[src/rtl/led_shift_latch.sv]
// led_shift_latch: serial-to-parallel LED data receiver.
//
// Shifts a serial bit stream into a WIDTH-bit register and counts the bits in
// each frame. When a frame completes, the new word is copied into the latched
// LED register, so the LED pins never show a partial frame.
//
// Parameters:
//   WIDTH     - bits per frame / LED channels (>= 2)
//   MSB_FIRST - 0: first received bit ends up in bit 0
//               1: first received bit ends up in bit WIDTH-1
//
// Optional feature macro: LED_SHIFT_LATCH_DAISY_EN
//   defined   - o_sout carries the bit discarded by the shift register
//               (daisy-chain output)
//   undefined - o_sout is tied to 0
//
// Ports:
//   i_clk        - clock; all state changes on its rising edge
//   i_reset      - asynchronous active-high reset
//   i_data       - serial data bit
//   i_en         - active-low shift enable
//   i_sync       - active-high frame resync; clears the bit counter
//   o_shift      - live shift register contents
//   o_leds       - latched frame, updated only when a frame completes
//   o_frame_done - one-cycle pulse after the edge that latched a frame
//   o_busy       - a frame is partially received
//   o_sout       - daisy-chain serial output

module led_shift_latch #(
    parameter int unsigned WIDTH     = 8,
    parameter int unsigned MSB_FIRST = 0
) (
    input  logic             i_clk,
    input  logic             i_reset,
    input  logic             i_data,
    input  logic             i_en,
    input  logic             i_sync,
    output logic [WIDTH-1:0] o_shift,
    output logic [WIDTH-1:0] o_leds,
    output logic             o_frame_done,
    output logic             o_busy,
    output logic             o_sout
);

    localparam int unsigned CW = $clog2(WIDTH + 1);
    localparam logic [CW-1:0] LAST_BIT = CW'(WIDTH - 1);

    if (WIDTH < 2) begin : g_width_check
        $error("led_shift_latch: WIDTH must be at least 2");
    end

    logic [WIDTH-1:0] r_shift;
    logic [WIDTH-1:0] r_leds;
    logic [CW-1:0]    r_cnt;
    logic             r_frame_done;
    logic [WIDTH-1:0] w_shift_next;

    // The new bit enters at the end opposite to where the first bit of the
    // frame has to end up.
    if (MSB_FIRST != 0) begin : g_msb_first
        assign w_shift_next = {r_shift[WIDTH-2:0], i_data};
    end else begin : g_lsb_first
        assign w_shift_next = {i_data, r_shift[WIDTH-1:1]};
    end

    // Priority: reset > sync > shift > hold.
    always_ff @(posedge i_clk or posedge i_reset) begin
        if (i_reset) begin
            r_shift      <= '0;
            r_leds       <= '0;
            r_cnt        <= '0;
            r_frame_done <= 1'b0;
        end else if (i_sync) begin
            // Resync consumes no bit, even with en asserted.
            r_cnt        <= '0;
            r_frame_done <= 1'b0;
        end else if (!i_en) begin
            r_shift <= w_shift_next;
            if (r_cnt == LAST_BIT) begin
                // Latch the value including the bit sampled on this edge.
                r_leds       <= w_shift_next;
                r_cnt        <= '0;
                r_frame_done <= 1'b1;
            end else begin
                r_cnt        <= r_cnt + CW'(1);
                r_frame_done <= 1'b0;
            end
        end else begin
            r_frame_done <= 1'b0;
        end
    end

    assign o_shift      = r_shift;
    assign o_leds       = r_leds;
    assign o_frame_done = r_frame_done;
    assign o_busy       = (r_cnt != '0);

`ifdef LED_SHIFT_LATCH_DAISY_EN
    // The bit that the next shift pushes out, so a downstream stage on the
    // same clock and enable picks up exactly what this stage discards.
    if (MSB_FIRST != 0) begin : g_sout_msb
        assign o_sout = r_shift[WIDTH-1];
    end else begin : g_sout_lsb
        assign o_sout = r_shift[0];
    end
`else
    assign o_sout = 1'b0;
`endif

endmodule

[config.mk]
export PLATFORM = sky130hd
export DESIGN_NAME = led_shift_latch
export DESIGN_NICKNAME = d
export VERILOG_FILES = /design/src/rtl/led_shift_latch.sv
export SDC_FILE = /design/constraint.sdc
export NUM_CORES = 1
export LEC_CHECK = 0
export CORE_MARGIN = 5
export CORE_UTILIZATION = 33
export CTS_CLUSTER_SIZE = 30
export DETAILED_ROUTE_END_ITERATION = 8
export SLEW_MARGIN = 20
export SYNTH_ARGS = -nofsm -noshare
export SYNTH_HDL_FRONTEND = slang
export SYNTH_SLANG_ARGS = --single-unit
[constraint.sdc]
create_clock -name i_clk -period 1.7 [get_ports i_clk]
set_clock_uncertainty 0.2 [all_clocks]
set_input_delay 0.17 -clock i_clk [delete_from_list [all_inputs] [get_ports i_clk]]
set_output_delay 0.17 -clock i_clk [all_outputs]
set_load 0.02 [all_outputs]
Word-level counts from Yosys, hierarchy flattened --
Cells that the tools add are included.
Word-level totals: flip-flop bits (word level) 21, bits of input ports 5, output and inout port bits 19, word-level logic and storage cells 18
Cells by class: $add $sub $neg 1, equal/unequal tests 2, multiplexer cells 6, bitwise operators 2, reduce and logical (&&, ||, !) cells 3
Operator list (count):
- 4-bit two-way mux | 3
- 4-bit by 1-bit adder with 4-bit output (second input constant) | 1
- 4-bit by 3-bit == test with 1-bit output (second input constant) | 1
- 4-bit nonzero test | 1
- 1-bit two-way mux | 3
- 3-bit AND reduction | 1
- 2-bit by 1-bit != test with 1-bit output (second input constant) | 1
- 1-bit NOT | 2
- 2-bit AND reduction | 1

Longest topological paths before layout --
depth after elaboration 4, gate-level depth with buffers 4, mapped depth without buffers 4

Worst setup path after synthesis --
Ideal clock, no wire load.
path kind reg2reg, start register r_cnt[0], end register r_leds[7] (netlist: o_leds[7]), setup time 0.125 ns, arrival time 1.376 ns, data required time 1.375 ns, slack -0.001 ns, cell stages (with the launch flop) 5, path buffers 0, period minus slack after synthesis 1.701 ns, cell sequence dfrtp_1 -> ha_1 -> nand2_1 -> nor4_4 -> mux2_2
On the way: longest elaborated chain between the ends 2
Ends and longest elaborated chain:
- from (decl) | RTL line 54 | logic [CW-1:0] r_cnt;
- from (signal assigned) | RTL line 85 | r_cnt <= r_cnt + CW'(1);
- 4-bit by 3-bit == test with 1-bit output | RTL line 79 | if (r_cnt == LAST_BIT) begin
- 3-bit AND reduction (no source line)
- to (signal assigned) | RTL line 81 | r_leds <= w_shift_next;
- to (decl) | RTL line 53 | logic [WIDTH-1:0] r_leds;
No other way between the ends. A chain may end at the register's enable or synchronous reset.

Worst setup path in the final report --
start register r_cnt[1], end register r_leds[7] (netlist: o_leds[7])
Same word-level chain as after synthesis.

==> flow_metrics.env <==
export IMPL_crit_chain="ha_2, nand2_2, nor4_4, buf_6, mux2_2"
export IMPL_synth_seq_cells=21
export IMPL_ir_drop_mv=0.6989
export IMPL_cts_tree="built"
export IMPL_wl_per_cell_um=13.36
export IMPL_yosys_area_top_type="dfrtp_1"
export IMPL_num_antenna_cells=0
export IMPL_setup_viol=0
export IMPL_rsz0062_at_grt="true"
export IMPL_critPathArrivalTime_ps=1660
export IMPL_root_buffer="clkbuf_4"
export IMPL_avgSynthCellArea_um2=13.69
export IMPL_avgViaCountPerCell=4.586
export IMPL_dr_pass1_iters=4
export IMPL_routed_wl_um=1710
export IMPL_rr_endpoint="o_leds[7]$_DFFE_PP0P_"
export IMPL_fmax_ghz=0.5961
export IMPL_grt_pass1_wl_um=2718
export IMPL_io_pins=24
export IMPL_fin_ws_ps=22.56
export IMPL_fp_row_count=18
export IMPL_hold_violations=0
export IMPL_min_to="o_shift[7]$_DFFE_PP0P_"
export IMPL_track_usage=0.1004
export IMPL_clk_pin_slew_ps=100
export IMPL_start_util=0.3504
export IMPL_dp_cells=122
export IMPL_critPathCaptureType="flop"
export IMPL_syn_area_um2=875.8
export IMPL_worstSetupStartpointType="flop"
export IMPL_grt_max_degree=22
export IMPL_run_status="complete, no violations"
export IMPL_cts_buffer_depth=2
export IMPL_cap_violations=0
export IMPL_synth_warnings=0
export IMPL_die_width_um=61.52
export IMPL_antenna_found_initial=0
export IMPL_cts_htree_levels=1
export IMPL_critPathBufInv=1
export IMPL_synthToLayoutAreaGrowth_pct=44.71
export IMPL_synth_top_area_frac=0.6000
export IMPL_cts_sinks=21
export IMPL_hold_class="input port to flop"
export IMPL_post_place_ws_ps=-96.95
export IMPL_grt_ovfl_total=0
export IMPL_leakagePower_uw=0.0007002
export IMPL_met2_usage=0.1659
export IMPL_final_util=0.5070
export IMPL_fin_hold_ws_ps=325.8
export IMPL_slowest_stage="dfrtp_1"
export IMPL_hold_path_depth=2
export IMPL_gp_congestion=0.7988
export IMPL_drive_above_1_share=0.3571
export IMPL_worstPathRequired_ps=1680
export IMPL_pwr_density_cell_nw_per_um2=981.6
export IMPL_worstRegToRegCells=5
export IMPL_min_from="i_data"
export IMPL_design_core_area_um2=2500
export IMPL_cts_buffers=3
export IMPL_io_buffer_count=22
export IMPL_busiest_layer="met2"
export IMPL_period_minus_slack_ps=1677
export IMPL_ys_types=19
export IMPL_ys_seq_area_frac=0.6000
export IMPL_fin_crit_sh=0.9867
export IMPL_cp_max_fo=9
export IMPL_die_h_um=61.52
export IMPL_use_met3=0.03354
export IMPL_critPathTopFamily="flip-flops"
export IMPL_slowest_delay_ps=410
export IMPL_r2r_start="r_cnt[1]$_DFFE_PP0P_"
export IMPL_drc_errors=0
export IMPL_synth_nets=71
export IMPL_ant_nets=0
export IMPL_tns_ps=0
export IMPL_path_class="flop to flop"
export IMPL_synth_cells=64
export IMPL_nets=106
export IMPL_ff2ff_setup_slack_ps=20
export IMPL_drt_iter0_drc=10
export IMPL_synth_area_leaders="dfrtp_1 60%, mux2_2 21%, ha_1 2.9%"
export IMPL_hpwlAfterDp_um=1266
export IMPL_clock_latency_ps=290
export IMPL_vias=587
export IMPL_die_area_um2=3784
export IMPL_drv_slew=0
export IMPL_grtUsageMet1=0.1216
export IMPL_grt_pass1_vias=628
export IMPL_instances_no_fill=128
==> sequential cells by signal (all words and copies together) (netlist names) <==
signal        cells
o_leds            8
o_shift           8
r_cnt             4
o_frame_done      1
==> worst max path at each step <==
stage | from | endpoint | slack, ps | cells after the start
2_1_floorplan | r_cnt[0]$_DFFE_PP0P_ | o_leds[7]$_DFFE_PP0P_ | -0.8 | 4
3_3_place_gp | i_en | o_shift[3]$_DFFE_PP0P_ | -100 | 5
3_5_place_dp | i_en | o_shift[5]$_DFFE_PP0P_ | -100 | 5
4_1_cts | r_cnt[1]$_DFFE_PP0P_ | o_leds[4]$_DFFE_PP0P_ | -20 | 5
5_1_grt | r_cnt[1]$_DFFE_PP0P_ | o_leds[6]$_DFFE_PP0P_ | -60 | 5
6_report | r_cnt[1]$_DFFE_PP0P_ | o_leds[7]$_DFFE_PP0P_ | 20 | 5
==> where the power goes <==
group	internal, uW	leakage, uW	total [uW]	switching (uW)
Clock	87.4	0.0000177	227	140
Combinational	191	0.000407	373	181
Sequential	579	0.000276	644	65.9
Total	857	0.000700	1240	387
==> cell usage after synthesis, drive strengths merged <==
| master | instances |
|---|---|
| nor4 | 1 |
| or3 | 1 |
| clkbuf | 1 |
| mux2 | 16 |
| nor2b | 1 |
| a21oi | 2 |
| dfrtp | 21 |
| conb | 1 |
| nor2 | 5 |
| ha | 2 |
| nand2 | 4 |
| xnor2 | 1 |
| buf | 2 |
| nand4b | 1 |
| o21ai | 1 |
| mux2i | 1 |
| inv | 3 |
==> layer usage <==
layer / vias to the layer above / wire [um] / part of all wire
met5: - / 0 / 0
met3: 2 / 135 / 0.079
met2: 16 / 858 / 0.50
met4: 0 / 10 / 0.0058
li1: 280 / - / -
met1: 289 / 706 / 0.41
==> kinds of logic after synthesis <==
family,Yosys count,share of synthesized area
flip-flops,21,0.6000
multiplexers,17,0.2171
AND/OR/NAND/NOR,13,0.09001
buffers and inverters,6,0.03285
AO/OA/AOI/OAI,3,0.01714
adder cells (fa/ha/maj),2,0.02857
other,1,0.004282
XOR/XNOR,1,0.01000
==> area by class of cell <==
cell class	instances	area, um^2
fill	234	1232
tap	30	37.54
multi-input combinational	37	330.3
inverter	3	11.26
clock buffer	3	22.52
sequential	21	525.5
clock inverter	1	5.005
timing repair buffer	33	335.3
==> cell usage in the layout (no fill, tap or decap), drive strengths merged, types with 2 or more instances in the layout <==
| master | count |
|---|---|
| a21oi | 2 |
| buf | 10 |
| clkbuf | 4 |
| clkdlybuf4s50 | 9 |
| dfrtp | 21 |
| dlygate4sd2 | 3 |
| dlymetal6s2s | 9 |
| ha | 2 |
| inv | 3 |
| mux2 | 16 |
| nand2 | 4 |
| nor2 | 5 |
==> stage by stage <==
step,cell area [um^2],total power [uW]
after floorplan,875.8,845.9
after global placement,1196,1059
after detailed placement,1196,1064
after CTS,1232,1275
after global routing,1267,1326
final,1267,1244
==> timing repair <==
action | in CTS | in global routing
setup buffers | 0 | 1
cloned | 0 | 0
hold buffers | 1 | 0
setup endpoints to repair | 12 | 18
hold endpoints to repair | 21 | 0
gates resized for setup | 5 | 14
Power figures use the tool's default switching activity.
